--- src/rtl/internal_regfile.sv ---
// 32 x 8-bit register file holding the I3C HDR command descriptor (bytes 1..8).
// Define INTERNAL_REGF_WR_BYPASS_EN for write-first reads on same-address read/write.
module internal_regfile (
  input  logic       clk,
  input  logic       reset,
  input  logic       wr_en,
  input  logic       rd_en,
  input  logic [4:0] addr,
  input  logic [7:0] data_in,
  output logic [7:0] data_out,
  input  logic       i_engine_Dummy_conf,
  output logic [2:0] o_cccnt_CMD_ATTR,
  output logic [3:0] o_engine_TID,
  output logic [7:0] o_ccc_CMD,
  output logic       o_engine_CP,
  output logic [4:0] o_cccnt_DEV_INDEX,
  output logic [2:0] o_frmcnt_DTT,
  output logic [2:0] o_engine_MODE,
  output logic       o_cccnt_RnW,
  output logic       o_cccnt_WROC,
  output logic       o_cccnt_TOC,
  output logic       o_cccnt_DBP,
  output logic       o_cccnt_SRE,
  output logic [15:0] o_frmcnt_data_len
);

  localparam int unsigned Depth = 32;
  localparam int unsigned Width = 8;

  logic [Width-1:0] regs_q [Depth];
  logic [Width-1:0] data_out_q, data_out_d;

  logic [2:0]  cmd_attr_q, cmd_attr_d;
  logic [3:0]  tid_q, tid_d;
  logic [7:0]  cmd_q, cmd_d;
  logic        cp_q, cp_d;
  logic [4:0]  dev_index_q, dev_index_d;
  logic [2:0]  dtt_q, dtt_d;
  logic [2:0]  mode_q, mode_d;
  logic        rnw_q, rnw_d;
  logic        wroc_q, wroc_d;
  logic        toc_q, toc_d;
  logic        dbp_q, dbp_d;
  logic        sre_q, sre_d;
  logic [15:0] data_len_q, data_len_d;

  // Read path: read-first by default, optional write-first bypass
  always_comb begin
    data_out_d = data_out_q;
    if (rd_en) begin
`ifdef INTERNAL_REGF_WR_BYPASS_EN
      data_out_d = wr_en ? data_in : regs_q[addr];
`else
      data_out_d = regs_q[addr];
`endif
    end
  end

  // Descriptor decode from current (pre-write) register contents
  always_comb begin
    cmd_attr_d  = cmd_attr_q;
    tid_d       = tid_q;
    cmd_d       = cmd_q;
    cp_d        = cp_q;
    dev_index_d = dev_index_q;
    dtt_d       = dtt_q;
    mode_d      = mode_q;
    rnw_d       = rnw_q;
    wroc_d      = wroc_q;
    toc_d       = toc_q;
    dbp_d       = dbp_q;
    sre_d       = sre_q;
    data_len_d  = data_len_q;
    if (i_engine_Dummy_conf) begin
      cmd_attr_d  = regs_q[1][2:0];
      tid_d       = regs_q[1][6:3];
      cmd_d       = {regs_q[2][6:0], regs_q[1][7]};
      cp_d        = regs_q[2][7];
      dev_index_d = regs_q[3][4:0];
      dtt_d       = {regs_q[4][1:0], regs_q[3][7]};
      mode_d      = regs_q[4][4:2];
      rnw_d       = regs_q[4][5];
      wroc_d      = regs_q[4][6];
      toc_d       = regs_q[4][7];
      dbp_d       = regs_q[5][0];
      sre_d       = regs_q[5][1];
      data_len_d  = {regs_q[8], regs_q[7]};
    end
  end

  always_ff @(posedge clk or negedge reset) begin
    if (!reset) begin
      for (int i = 0; i < Depth; i++) regs_q[i] <= '0;
    end else if (wr_en) begin
      regs_q[addr] <= data_in;
    end
  end

  always_ff @(posedge clk or negedge reset) begin
    if (!reset) begin
      data_out_q  <= '0;
      cmd_attr_q  <= '0;
      tid_q       <= '0;
      cmd_q       <= '0;
      cp_q        <= 1'b0;
      dev_index_q <= '0;
      dtt_q       <= '0;
      mode_q      <= '0;
      rnw_q       <= 1'b0;
      wroc_q      <= 1'b0;
      toc_q       <= 1'b0;
      dbp_q       <= 1'b0;
      sre_q       <= 1'b0;
      data_len_q  <= '0;
    end else begin
      data_out_q  <= data_out_d;
      cmd_attr_q  <= cmd_attr_d;
      tid_q       <= tid_d;
      cmd_q       <= cmd_d;
      cp_q        <= cp_d;
      dev_index_q <= dev_index_d;
      dtt_q       <= dtt_d;
      mode_q      <= mode_d;
      rnw_q       <= rnw_d;
      wroc_q      <= wroc_d;
      toc_q       <= toc_d;
      dbp_q       <= dbp_d;
      sre_q       <= sre_d;
      data_len_q  <= data_len_d;
    end
  end

  assign data_out          = data_out_q;
  assign o_cccnt_CMD_ATTR  = cmd_attr_q;
  assign o_engine_TID      = tid_q;
  assign o_ccc_CMD         = cmd_q;
  assign o_engine_CP       = cp_q;
  assign o_cccnt_DEV_INDEX = dev_index_q;
  assign o_frmcnt_DTT      = dtt_q;
  assign o_engine_MODE     = mode_q;
  assign o_cccnt_RnW       = rnw_q;
  assign o_cccnt_WROC      = wroc_q;
  assign o_cccnt_TOC       = toc_q;
  assign o_cccnt_DBP       = dbp_q;
  assign o_cccnt_SRE       = sre_q;
  assign o_frmcnt_data_len = data_len_q;

endmodule

--- config.mk ---
export PLATFORM = sky130hd
export DESIGN_NAME = internal_regfile
export DESIGN_NICKNAME = d
export VERILOG_FILES = /design/src/rtl/internal_regfile.sv
export SDC_FILE = /design/constraint.sdc
export NUM_CORES = 1
export LEC_CHECK = 0
export CELL_PAD_IN_SITES_DETAIL_PLACEMENT = 1
export CELL_PAD_IN_SITES_GLOBAL_PLACEMENT = 1
export CORE_ASPECT_RATIO = 2
export CORE_MARGIN = 2
export CORE_UTILIZATION = 31
export CTS_BUF_LIST = sky130_fd_sc_hd__clkbuf_16
export CTS_CLUSTER_DIAMETER = 120
export DETAILED_ROUTE_END_ITERATION = 7
export GPL_TIMING_DRIVEN = 0
export PLACE_DENSITY_LB_ADDON = 0.25
export SETUP_SLACK_MARGIN = 0.2
export SYNTH_ARGS = -nofsm -noshare
export SYNTH_HDL_FRONTEND = slang
export SYNTH_SLANG_ARGS = --single-unit
--- constraint.sdc ---
create_clock -name clk -period 1.5 [get_ports clk]
set_clock_uncertainty 0.1 [all_clocks]
set_input_delay 0.225 -clock clk [delete_from_list [all_inputs] [get_ports clk]]
set_output_delay 0.225 -clock clk [all_outputs]
set_load 0.02 [all_outputs]
==> flow_metrics.tcl <==
set metrics [dict create \
    synth.net_count 936 \
    n_antenna_cell 0 \
    finalCriticalPeriod_ns 1.84 \
    cts.path.max_buffers 3 \
    drt_first_pass_iters 4 \
    maxCapViolations 0 \
    clock_latency_ns 0.58 \
    grt_max_degree 119 \
    cp_cell_sequence "mux4_2, a22o_4, a221oi_4, a31oi_1" \
    seq_area_frac_synth_pct 55.4 \
    synth.distinct_cells 55 \
    power_density_mw_per_mm2 1310 \
    wl_um 46400 \
    critPathBufInv 0 \
    async_flop_share_pct 100 \
    cts_made_buffers 29 \
    wire_per_inst_um 27.7 \
    mostFrequentLayoutCells "dfrtp_1 (309), mux2_2 (159), mux2_4 (141)" \
    violations "hold timing, setup timing" \
    ys_top_cells_by_area "dfrtp_1 (55%), mux2_2 (24%), mux4_2 (6.1%)" \
    slowest_stage "mux4_2" \
    routabilityCongestion 0.832 \
    cp.arrival_ns 2.19 \
    dieArea_mm2 0.0473 \
    synthCells 918 \
    ys_ff_latch 312 \
    synth_top_cell_area_share_pct 55.4 \
    fin_ws_ns -0.343 \
    synth_ff_type "dfrtp_1" \
    worstSetupStartpointType "flip-flop" \
    drv_slew 0 \
    synth_warnings 0 \
    port_buffers 71 \
    hold-worst-slack_ns -0.421 \
    cts_sinks 312 \
    cp.required_ns 1.85 \
    layout-drive-gt1-share_pct 57.5 \
    drc 0 \
    syn_to_final_growth_pct 31.5 \
    htree_levels 1 \
    tightest_slew_ns 0.756 \
    gr-total-overflow 0 \
    core-area_mm2 0.0450 \
    rows 110 \
    final_area_mm2 0.0185 \
    fin_tns_setup_ns -1.02 \
    setup_viol 7 \
    status "finished with violations" \
    start_util_pct 31.3 \
    path_class "reg2reg" \
    cts_tree "built" \
    drt_iter0_markers 337 \
    die_x_um 155 \
    num_io_pins 74 \
    endpoint_kind "flip-flop" \
    grt_pass1_vias 10000 \
    clock.fmax_mhz 543 \
    syn_area_per_cell_um2 15.3 \
    slowest_delay_ns 0.56 \
    vias_per_cell 5.16 \
    antenna_found_initial 0 \
    synth_area_mm2 0.0141 \
    track_usage_pct 19.9 \
    hold_class "in2async" \
    nNetsFinal 1113 \
    synth-edff-count 0 \
    slew_headroom_pct 49.6 \
    vias 8647 \
    hold_violations 92 \
    vdd_ir_drop_max_mv 0.940 \
    cts_root_buf "clkbuf_16" \
    dp_hpwl_um 33000 \
    synth_top_cell_by_area "dfrtp_1" \
    worst-path-max-fanout 2 \
    cp_top_family "compound AO/OA/AOI/OAI gates" \
    clk_pin_slew_ns 0.07 \
    fillers 4393 \
    power.leakage_nw 8.34 \
    grt_pass1_wl_um 68900 \
    rsz0062_at_grt "true" \
    layout_commonest_cell "dfrtp_1" \
    p_total_mw 24.2 \
    place_area_mm2 0.0163 \
    ant_nets 0 \
    fin_crit_sh_pct 123 \
    die_h_um 305 \
]
per-layer routing:
| metal | GRT usage, % | up-vias | part of all wire (%) |
|---|---|---|---|
| met5 | 0 | - | 0 |
| met4 | 10.1 | 0 | 5.3 |
| met3 | 2.31 | 77 | 3.2 |
| met2 | 37.0 | 191 | 55 |
| met1 | 22.1 | 4640 | 37 |
| li1 | - | 3739 | - |
where the power goes:
part | switching (mW) | internal, mW
combinational | 2.32 | 3.25
clock | 3.39 | 4.04
sequential | 1.13 | 10.1
total | 6.83 | 17.4
final timing paths:
check	from	slack, ns	cells after the start	endpoint
max	regs_q[37]$_DFFE_PN0P_	-0.34	4	data_out[5]$_DFFE_PN0P_
min reg2reg	regs_q[166]$_DFFE_PN0P_	0.39	1	regs_q[166]$_DFFE_PN0P_
min in group clk	addr[3]	0.03	5	data_out[0]$_DFFE_PN0P_
max in group asynchronous	reset	0.59	2	regs_q[163]$_DFFE_PN0P_
max reg2reg	regs_q[37]$_DFFE_PN0P_	-0.34	4	data_out[5]$_DFFE_PN0P_
min	reset	-0.42	1	o_engine_TID[0]$_DFFE_PN0P_
final cells by class:
type / count / area [µm²] / area share [%]
buffer: 63 / 573 / 3.09
sequential: 312 / 7810 / 42.2
clock buffer: 29 / 726 / 3.92
tap: 560 / 701 / 3.78
timing repair buffer: 146 / 1750 / 9.44
clock inverter: 23 / 194 / 1.05
multi-input combinational: 542 / 6770 / 36.5
inverter: 1 / 3.75 / 0.0203
stage by stage:
step	setup WS [ns]	instances	utilization, %
final	-0.343	1676	41.2
after global routing	-0.423	1676	41.2
after CTS	-0.348	1665	40.7
after detailed placement	-1.29	1551	36.1
after global placement	-13.73	1549	36.0
after floorplan	-0.115	918	-
cells in the mapped netlist (all sizes together), types with 3 or more instances:
cell,count
a211oi,6
a22oi,12
a221oi,4
a22o,4
buf,33
and3b,3
nand2,14
dfrtp,312
clkbuf,30
nor2,41
mux2,304
a31oi,7
nor3b,5
nand3b,3
mux2i,48
o22ai,5
nand2b,6
mux4,40
a41oi,5
nor2b,3
nand3,7
o21ai,9
timing repair:
action / CTS / global route
gates resized for setup: 434 / 36
endpoints found under the hold margin: 92 / 92
setup buffers: 61 / 11
gates cloned: 1 / 0
pin swaps: 29 / 17
setup endpoints to repair: 320 / 148
sequential cells by signal, summed over array words and instances (netlist names), 3 cells and up:
name,cells
regs_q,256
o_frmcnt_data_len,16
data_out,8
o_ccc_CMD,8
o_cccnt_DEV_INDEX,5
o_engine_TID,4
o_cccnt_CMD_ATTR,3
o_engine_MODE,3
o_frmcnt_DTT,3
cells by family (layout without fill, tap and decap cells):
group	after synthesis	after routing	synth area share, %
multiplexers	392	392	34.2
flip-flops	312	312	55.4
AND/OR/NAND/NOR	92	92	4.71
buffers and inverters	64	262	2.68
AO/OA/AOI/OAI	58	58	3.01
(Power assumes the default switching activity.)
